[config.mk]
export PLATFORM = sky130hd
export DESIGN_NAME = uart_rx_mc
export DESIGN_NICKNAME = d
export VERILOG_FILES = /design/src/rtl/uart_rx_mc_pkg.sv /design/src/rtl/uart_rx_mc_fifo.sv /design/src/rtl/uart_rx_mc.sv
export SDC_FILE = /design/constraint.sdc
export NUM_CORES = 1
export LEC_CHECK = 0
export ABC_AREA = 1
export BUFFER_PORTS_ARGS = -buffer_cell sky130_fd_sc_hd__buf_2
export CELL_PAD_IN_SITES_DETAIL_PLACEMENT = 1
export CELL_PAD_IN_SITES_GLOBAL_PLACEMENT = 2
export CORE_UTILIZATION = 42
export DETAILED_ROUTE_END_ITERATION = 10
export PLACE_DENSITY_LB_ADDON = 0.08
export SYNTH_ARGS = -nofsm -noshare
export SYNTH_HDL_FRONTEND = slang
export SYNTH_SLANG_ARGS = --single-unit
[constraint.sdc]
create_clock -name CLK -period 6.3 [get_ports CLK]
set_clock_uncertainty 0.2 [all_clocks]
set_input_delay 0.63 -clock CLK [delete_from_list [all_inputs] [get_ports CLK]]
set_output_delay 0.63 -clock CLK [all_outputs]
set_load 0.1 [all_outputs]
[src/rtl/uart_rx_mc_pkg.sv]
// Shared types and constants for the multi-config UART receiver.
package uart_rx_mc_pkg;

    // Receiver FSM state encoding
    typedef logic [2:0] state_t;
    localparam state_t StIdle   = 3'd0;
    localparam state_t StStart  = 3'd1;
    localparam state_t StData   = 3'd2;
    localparam state_t StParity = 3'd3;
    localparam state_t StStop   = 3'd4;
    localparam state_t StBreak  = 3'd5;

    // FIFO entry = {brk, frm, par, data}; flag offsets counted above the data field
    localparam int unsigned EntryParOfs = 0;
    localparam int unsigned EntryFrmOfs = 1;
    localparam int unsigned EntryBrkOfs = 2;
    localparam int unsigned EntryFlagW  = 3;

    // Majority-vote sample points: idx 0,1,2 -> P/2-1, P/2, P/2+1
    function automatic int unsigned sample_point(int unsigned prescale, int unsigned idx);
        return prescale / 2 - 1 + idx;
    endfunction

endpackage

[src/rtl/uart_rx_mc_fifo.sv]
// Synchronous FIFO with registered storage; push while full is accepted only with a pop.
module uart_rx_mc_fifo
    import uart_rx_mc_pkg::*;
#(
    parameter int unsigned WIDTH = 11,
    parameter int unsigned AW    = 2
) (
    input  logic             clk,
    input  logic             rst,
    input  logic             push,
    input  logic [WIDTH-1:0] wdata,
    input  logic             pop,
    output logic [WIDTH-1:0] rdata,
    output logic             full,
    output logic             empty
);

    localparam int unsigned Depth = 2 ** AW;

    logic [WIDTH-1:0] mem_q [Depth];
    logic [AW-1:0]    wptr_q, rptr_q;
    logic [AW:0]      count_q;
    logic             push_ok, pop_ok;

    assign empty   = (count_q == '0);
    assign full    = (count_q == (AW + 1)'(Depth));
    assign pop_ok  = pop && !empty;
    assign push_ok = push && (!full || pop_ok);
    // Empty FIFO presents zeros rather than stale storage
    assign rdata   = empty ? '0 : mem_q[rptr_q];

    // Pointer and occupancy bookkeeping
    always_ff @(posedge clk or posedge rst) begin
        if (rst) begin
            wptr_q  <= '0;
            rptr_q  <= '0;
            count_q <= '0;
        end else begin
            if (push_ok) wptr_q <= wptr_q + AW'(1);
            if (pop_ok)  rptr_q <= rptr_q + AW'(1);
            if (push_ok && !pop_ok)      count_q <= count_q + (AW + 1)'(1);
            else if (pop_ok && !push_ok) count_q <= count_q - (AW + 1)'(1);
        end
    end

    // Storage write port
    always_ff @(posedge clk) begin
        if (push_ok) mem_q[wptr_q] <= wdata;
    end

endmodule

[src/rtl/uart_rx_mc.sv]
// Oversampled UART receiver with majority vote, break detection and buffered output.
module uart_rx_mc
    import uart_rx_mc_pkg::*;
#(
    parameter int unsigned DATA_W     = 8,
    parameter int unsigned PRESCALE_W = 6,
    parameter int unsigned FIFO_AW    = 2
) (
    input  logic                  CLK,
    input  logic                  RST,
    input  logic                  RX_IN,
    input  logic                  PAR_EN,
    input  logic                  PAR_TYP,
    input  logic                  STOP2,
    input  logic [PRESCALE_W-1:0] Prescale,
    input  logic                  RX_READY,
    output logic                  RX_VALID,
    output logic [DATA_W-1:0]     RX_DATA,
    output logic                  RX_PAR_ERR,
    output logic                  RX_FRM_ERR,
    output logic                  RX_BRK,
    output logic                  OVR_ERR
);

    localparam int unsigned EntryW = DATA_W + EntryFlagW;

    logic                  rx_meta_q, rx_sync_q;
    state_t                state_q, state_d;
    logic [PRESCALE_W-1:0] edge_cnt_q, edge_cnt_d;
    logic [3:0]            bit_cnt_q, bit_cnt_d;
    logic [1:0]            samp_q;
    logic [DATA_W-1:0]     shreg_q, shreg_d;
    logic                  par_bit_q, par_bit_d, par_err_q, par_err_d, frm_err_q, frm_err_d;
    logic                  commit_q, commit_d;
    logic [EntryW-1:0]     entry_q, entry_d, head;
    logic [PRESCALE_W-1:0] sp_lo, sp_mid, sp_hi, edge_last;
    logic                  at_lo, at_mid, at_hi, at_last, vote, frm_now, fifo_full, fifo_empty, pop;

    assign sp_lo     = PRESCALE_W'(sample_point(32'(Prescale), 0));
    assign sp_mid    = PRESCALE_W'(sample_point(32'(Prescale), 1));
    assign sp_hi     = PRESCALE_W'(sample_point(32'(Prescale), 2));
    assign edge_last = Prescale - PRESCALE_W'(1);
    assign at_lo     = (edge_cnt_q == sp_lo);
    assign at_mid    = (edge_cnt_q == sp_mid);
    assign at_hi     = (edge_cnt_q == sp_hi);
    assign at_last   = (edge_cnt_q == edge_last);
    // Third sample is taken live on the resolving cycle
    assign vote      = (samp_q[0] & samp_q[1]) | (samp_q[0] & rx_sync_q) | (samp_q[1] & rx_sync_q);
    assign frm_now   = frm_err_q | ~vote;

    // Two-flop synchronizer, idle-high reset
    always_ff @(posedge CLK or posedge RST) begin
        if (RST) begin
            rx_meta_q <= 1'b1;
            rx_sync_q <= 1'b1;
        end else begin
            rx_meta_q <= RX_IN;
            rx_sync_q <= rx_meta_q;
        end
    end

    // Capture the first two vote samples of each bit
    always_ff @(posedge CLK or posedge RST) begin
        if (RST) begin
            samp_q <= 2'b11;
        end else begin
            if (at_lo)  samp_q[0] <= rx_sync_q;
            if (at_mid) samp_q[1] <= rx_sync_q;
        end
    end

    // Frame FSM, counters, shift register and entry assembly
    always_comb begin
        state_d    = state_q;
        edge_cnt_d = edge_cnt_q;
        bit_cnt_d  = bit_cnt_q;
        shreg_d    = shreg_q;
        par_bit_d  = par_bit_q;
        par_err_d  = par_err_q;
        frm_err_d  = frm_err_q;
        commit_d   = 1'b0;
        entry_d    = entry_q;
        if (state_q != StIdle && state_q != StBreak) begin
            edge_cnt_d = at_last ? '0 : edge_cnt_q + PRESCALE_W'(1);
        end
        case (state_q)
            StIdle: begin
                if (!rx_sync_q) begin
                    state_d    = StStart;
                    edge_cnt_d = '0;
                    bit_cnt_d  = '0;
                    par_bit_d  = 1'b0;
                    par_err_d  = 1'b0;
                    frm_err_d  = 1'b0;
                end
            end
            StStart: begin
                if (at_hi && vote) begin
                    state_d    = StIdle;
                    edge_cnt_d = '0;
                end else if (at_last) begin
                    state_d = StData;
                end
            end
            StData: begin
                if (at_hi) shreg_d = {vote, shreg_q[DATA_W-1:1]};
                if (at_last) begin
                    if (bit_cnt_q == 4'(DATA_W - 1)) begin
                        bit_cnt_d = '0;
                        state_d   = PAR_EN ? StParity : StStop;
                    end else begin
                        bit_cnt_d = bit_cnt_q + 4'd1;
                    end
                end
            end
            StParity: begin
                if (at_hi) begin
                    par_bit_d = vote;
                    par_err_d = (^shreg_q) ^ vote ^ PAR_TYP;
                end
                if (at_last) state_d = StStop;
            end
            StStop: begin
                if (at_hi) begin
                    if (bit_cnt_q == '0 && !vote && shreg_q == '0 && !par_bit_q) begin
                        entry_d                       = '0;
                        entry_d[DATA_W + EntryBrkOfs] = 1'b1;
                        entry_d[DATA_W + EntryFrmOfs] = 1'b1;
                        commit_d                      = 1'b1;
                        state_d                       = StBreak;
                        edge_cnt_d                    = '0;
                    end else if (!STOP2 || bit_cnt_q == 4'd1) begin
                        entry_d                       = '0;
                        entry_d[DATA_W-1:0]           = shreg_q;
                        entry_d[DATA_W + EntryParOfs] = par_err_q;
                        entry_d[DATA_W + EntryFrmOfs] = frm_now;
                        commit_d                      = 1'b1;
                        state_d                       = StIdle;
                        edge_cnt_d                    = '0;
                    end else begin
                        frm_err_d = frm_now;
                    end
                end else if (at_last) begin
                    bit_cnt_d = bit_cnt_q + 4'd1;
                end
            end
            StBreak: begin
                if (rx_sync_q) state_d = StIdle;
            end
            default: begin
                state_d    = StIdle;
                edge_cnt_d = '0;
            end
        endcase
    end

    // Receiver state registers
    always_ff @(posedge CLK or posedge RST) begin
        if (RST) begin
            state_q    <= StIdle;
            edge_cnt_q <= '0;
            bit_cnt_q  <= '0;
            shreg_q    <= '0;
            par_bit_q  <= 1'b0;
            par_err_q  <= 1'b0;
            frm_err_q  <= 1'b0;
            commit_q   <= 1'b0;
            entry_q    <= '0;
        end else begin
            state_q    <= state_d;
            edge_cnt_q <= edge_cnt_d;
            bit_cnt_q  <= bit_cnt_d;
            shreg_q    <= shreg_d;
            par_bit_q  <= par_bit_d;
            par_err_q  <= par_err_d;
            frm_err_q  <= frm_err_d;
            commit_q   <= commit_d;
            entry_q    <= entry_d;
        end
    end

    assign pop     = RX_VALID && RX_READY;
    assign OVR_ERR = commit_q && fifo_full && !pop;

    uart_rx_mc_fifo #(
        .WIDTH (EntryW),
        .AW    (FIFO_AW)
    ) u_fifo (
        .clk   (CLK),
        .rst   (RST),
        .push  (commit_q),
        .wdata (entry_q),
        .pop   (pop),
        .rdata (head),
        .full  (fifo_full),
        .empty (fifo_empty)
    );

    assign RX_VALID   = !fifo_empty;
    assign RX_DATA    = head[DATA_W-1:0];
    assign RX_PAR_ERR = head[DATA_W + EntryParOfs];
    assign RX_FRM_ERR = head[DATA_W + EntryFrmOfs];
    assign RX_BRK     = head[DATA_W + EntryBrkOfs];

endmodule

# Word-level counts from Yosys, hierarchy flattened
# Memory sizes are Yosys's and may differ from the RTL's.
# Index checks and enable logic that the tools add are counted.
[classes]
addsub = 10
n_eq_ne = 26
muxes = 46
bitwise = 9
n_reduce_logical = 40
[ops]
columns = ["cell", "n"]
rows = [
  ["$mux W6", 7],
  ["$mux W3", 13],
  ["$mux W11", 3],
  ["$eq A6 B6 Y1", 4],
  ["$pmux W6 S4", 1],
  ["$ne A2 B2 Y1 const B", 11],
  ["$mux W4", 5],
  ["$pmux W3 S6", 1],
  ["$add A6 B1 Y6 const B", 2],
  ["$logic_and A1 B1 Y1", 12],
  ["$mux W1", 12],
  ["$pmux W4 S3", 1],
  ["$reduce_and A5 Y1", 2],
  ["$eq A3 B3 Y1 const B", 3],
  ["$ne A3 B3 Y1 const B", 3],
  ["$logic_not A1 Y1", 8],
  ["$logic_not A8 Y1", 1],
  ["$reduce_and A8 Y1", 1],
  ["$reduce_bool A2 Y1", 4],
  ["$reduce_xor A8 Y1", 1],
  ["$add A6 B3 Y6 const B", 1],
  ["$eq A3 B2 Y1 const B", 2],
  ["$logic_not A3 Y1", 2],
  ["$pmux W1 S2", 3],
  ["other kinds (19)", 28],
]
[word_totals]
regBits = 47
ramBits = 44
input_bits = 13
out_inout_bits = 13
wordCells = 148
n_memories = 1
[mem_list]
columns = ["memory", "words", "width", "rd", "rd_ports_with_merged_regs", "wr", "line", "source"]
rows = [
  ["u_fifo.mem_q", 4, 11, 1, 0, 1, "uart_rx_mc_fifo.sv:20", "logic [WIDTH-1:0] mem_q [Depth];"],
]

# Logic depth before layout (Yosys ltp)
[logic_depth]
word_depth = 10
ltp_mapped = 19
depth_no_buf = 19

# Cells and area by module
# A second synthesis with hierarchy kept.
[unflattened]
cells_unflattened = 601
hier_area_um2 = 5137.4
[by_module_without_submodules]
columns = ["module", "instances", "cells_each", "area_each_um2", "seq_area_each_um2"]
rows = [
  ["uart_rx_mc", 1, 367, 2688.8, 1006.0],
  ["uart_rx_mc_fifo", 1, 234, 2448.6, 1496.4],
]

# Least setup slack after synthesis
# OpenSTA, ideal clock, no wires.
[synth_timing]
kind = "register to output"
from = "register u_fifo.count_q[0]"
to = "output port RX_DATA[0]"
arrival_time_ns = 2.990
t_required_ns = 5.470
path_slack_ns = 2.480
path_stages_with_launch = 6
cell_sequence = "dfrtp_1 -> nor2_1 -> nand2_1 -> inv_1 -> clkbuf_1 -> a21oi_1"
[synth_between]
elab_chain_len = 2
[synth_rtl]
columns = ["element", "line", "source"]
rows = [
  ["from (decl)", "uart_rx_mc_fifo.sv:22", "logic [AW:0] count_q;"],
  ["from (signal assigned)", "uart_rx_mc_fifo.sv:41", "if (push_ok && !pop_ok) count_q <= count_q + (AW + 1)'(1);"],
  ["from (signal assigned)", "uart_rx_mc_fifo.sv:42", "else if (pop_ok && !push_ok) count_q <= count_q - (AW + 1)'(1);"],
  ["$logic_not A3 Y1", "uart_rx_mc_fifo.sv:25", "assign empty = (count_q == '0);"],
  ["$mux W11", "uart_rx_mc_fifo.sv:30", "assign rdata = empty ? '0 : mem_q[rptr_q];"],
  ["to (decl)", "uart_rx_mc.sv:18", "output logic [DATA_W-1:0] RX_DATA,"],
]
# Every way passes these cells.

# Final worst setup path
[layout_timing]
from = "register u_fifo.rptr_q[0]"
to = "output port RX_BRK"
[layout_between]
elab_chain_len = 2
[layout_rtl]
columns = ["element", "line", "source"]
rows = [
  ["from (decl)", "uart_rx_mc_fifo.sv:21", "logic [AW-1:0] wptr_q, rptr_q;"],
  ["from (signal assigned)", "uart_rx_mc_fifo.sv:40", "if (pop_ok) rptr_q <= rptr_q + AW'(1);"],
  ["$mem_v2 Z4 W11", "n/a", ""],
  ["$mux W11", "uart_rx_mc_fifo.sv:30", ""],
  ["to (decl)", "uart_rx_mc.sv:21", "output logic RX_BRK,"],
]
# Every way passes these cells.

==> flow_summary_export.csv <==
group,metric,value,unit
outcome,outcome,"complete, no violations",
floorplan,io_pins,26,
sta,period_share,53.5,%
setup_path,cp_data_arrival_time,2540,ps
setup_path,slowest_delay,900,ps
layout,syn_to_final_growth,11.1,%
floorplan,num_rows,39,
clock_tree,cts.sinks,91,
logic_synthesis,synth_top_family_by_area,"simple AND/OR/NAND/NOR gates",
power_and_ir_drop,powerDensity,446,nW/um2
sta,fin_tns_setup,0,ps
clock_tree,clock_path_buffers,2,
logic_synthesis,ys_ff_latch,91,
route,ant_nets,0,
floorplan,dieHeight,110,um
clock_tree,cts-buffers-inserted,9,
global_routing,track_usage,18.9,%
setup_path,r2r_start,"u_fifo.count_q[0]",
logic_synthesis,synth_xor_area_share,5.33,%
setup_path,setup.worst_path.start,"u_fifo.rptr_q[0]",
setup_path,cp-endpoint,"RX_BRK",
floorplan,core-area,11400,um2
clock_tree,postCtsHoldBufs,0,
floorplan,die_w,110,um
route,dr.pass1.iters,4,
setup_path,slowest_stage,"dfrtp_1",
route,via_per_inst,4.97,
route,detail_route.wl_per_cell,15.0,um
flow_run,cap_violations,0,
sta,rsz0062_at_grt,"no",
placed_design,gp_congestion,0.815,
global_routing,grt_pass1_wl,17300,um
setup_path,crit_required,5470,ps
sta,setup_viol,0,
setup_path,path_cells,"inv_1 > o21ai_0 > a21oi_1 > buf_2",
route,vias,3507,
sta,hold_viol,0,
sta,tightest_slew,1150,ps
clock_tree,clk-insertion-delay-late,350,ps
route,wirelength,10500,um
logic_synthesis,synth-edff-count,44,
power_and_ir_drop,ir_drop,0.457,mV
logic_synthesis,synth_compound_area_share,9.80,%
placed_design,dpl.hpwl,7870,um
clock_tree,ctsRootBufferMaster,"clkbuf_16",
layout,fill_cells,1345,
global_routing,overflow,0,
setup_path,cp-end-kind,"output port",
logic_synthesis,synth-main-ff-cell,"edfxtp_1",
layout,seqCellArea,2500,um2
sta,relSlewSlack,23.4,%
global_routing,grt_pass1_vias,3556,
clock_tree,clkSlewWorstSetupHoldPaths,70,ps
logic_synthesis,synth_warnings,0,
route,drc,0,
setup_path,ff2ff_path_depth,12,
sta,drv_slew,0,
global_routing,antenna_found_initial,0,
logic_synthesis,async_flop_share,51.6,%
setup_path,r2r_end,"u_fifo.count_q[2]",
layout,multi_input_area,2130,um2
logic_synthesis,synth_cell_types,41,
clock_tree,cts_tree,"done",
logic_synthesis,syn_area,4930,um2
logic_synthesis,syn_nets,562,
layout,fin_nets,588,
clock_tree,cts_setup_buffers,0,
setup_path,rrSetupSlack,3770,ps
clock_tree,htreeDepth,3,
global_routing,grt_max_degree,48,
logic_synthesis,yosysSeqAreaShare,50.8,%
sta,clock.fmax,0.296,GHz
layout,final_util,48.0,%
clock_tree,cts_resized,0,
route,drtIter0Drc,127,
floorplan,dieArea,12200,um2
layout,diodes,0,
logic_synthesis,muxShareOfSynthArea,0.228,%
logic_synthesis,postSynthAreaPerCell,9.28,um2
logic_synthesis,synth-simple-area-share,23.2,%
setup_path,path_class,"register to output port",
layout,drive_above_1_share,18.5,%
logic_synthesis,synth-adder-area-share,4.72,%
worst_hold_path,hold_class,"register to register",
floorplan,start_util,43.2,%
logic_synthesis,netlist_instances,531,
setup_path,cp_max_fo,25,
sta,period_minus_slack,3370,ps
setup_path,worst_setup_path_start_kind,"register",
placed_design,io_buffers,25,
power_and_ir_drop,p_leak,2.46,nW
## how the worst min path moves through the flow
stage / start / endpoint / depth (start not counted)
2_1_floorplan: rx_meta_q / rx_sync_q / 0
3_3_place_gp: rx_meta_q / rx_sync_q / 0
3_5_place_dp: rx_meta_q / rx_sync_q / 0
4_1_cts: rx_meta_q / rx_sync_q / 0
5_1_grt: rx_meta_q / rx_sync_q / 0
6_report: rx_meta_q / rx_sync_q / 0
## synthesized netlist by cell type (8+ instances only)
library cell / count / share of area, %
nand3_1: 23 / 2.3
nand2_2: 13 / 1.7
edfxtp_1: 44 / 27
ha_1: 17 / 4.3
inv_1: 56 / 4.3
a21oi_1: 17 / 1.7
o21ai_0: 33 / 3.4
o21ai_1: 13 / 1.3
nor2_1: 81 / 6.2
nor2_2: 8 / 1.0
xor2_1: 17 / 3.0
dfrtp_1: 43 / 22
nand2_1: 82 / 6.2
o21ai_2: 9 / 1.6
clkbuf_1: 8 / 0.61
xnor2_1: 13 / 2.3
## per-stage QoR
stage	hold slack [ps]	setup slack (ps)	power, W	std cells	area [um2]
2_1_floorplan	145	2480	0.00173	531	4930
3_3_place_gp	145	3150	0.00192	689	5180
3_5_place_dp	150	3080	0.00195	689	5180
4_1_cts	160	2900	0.00248	705	5480
5_1_grt	165	2730	0.00261	705	5480
6_report	159	2930	0.00244	705	5480
## routing by layer
| metal | routed length (um) | track usage (%) | up-vias |
|---|---|---|---|
| li1 | - | - | 1792 |
| met1 | 4830 | 23.8 | 1671 |
| met2 | 5350 | 33.5 | 34 |
| met3 | 235 | 2.82 | 10 |
| met4 | 127 | 5.64 | 0 |
| met5 | 0 | 0 | - |
## kinds of logic after synthesis
kind of cell	after synthesis
flops	91
mux	1
fa+ha+maj	18
xor+xnor	30
compound gates	84
simple gates	234
buf+inv	73
## registers in the layout, indices dropped and copies added (netlist names), 2 cells and up
name	cells
u_fifo.mem_q	44
entry_q	11
shreg_q	8
edge_cnt_q	6
bit_cnt_q	4
state_q	3
u_fifo.count_q	3
samp_q	2
u_fifo.rptr_q	2
u_fifo.wptr_q	2
## cells in the final DEF (no fill, tap or decap), drive strengths merged, types with 17 or more instances in the layout
cell type | netlist | routed
buf | 3 | 26
dfrtp | 43 | 43
nand2 | 99 | 99
edfxtp | 44 | 44
nand3 | 29 | 29
a21oi | 18 | 18
inv | 61 | 64
o21ai | 55 | 55
ha | 17 | 17
xor2 | 17 | 17
nor2 | 97 | 97
## worst max-delay path, delay by kind of cell (launching register included)
kind            cells  cell delay [ps]
buf+inv             2              860
flops               1              900
compound gates      2              430
## area by class of cell
type                    instances  share of cell area, %
flip-flops and latches         91                   45.7
multi-input cells             367                   38.9
inverters                      62                   4.34
clock buffers                   9                   4.11
well taps                     143                   3.27
repair buffers                 26                   2.42
clock inverters                 7                   1.28
## power breakdown
| part | total [W] | internal, W | switching (W) |
|---|---|---|---|
| clock network | 0.000524 | 0.000278 | 0.000246 |
| logic | 0.00113 | 0.000282 | 0.000845 |
| registers | 0.000793 | 0.000691 | 0.000103 |
Note: power is estimated with default switching activity, not from simulation.
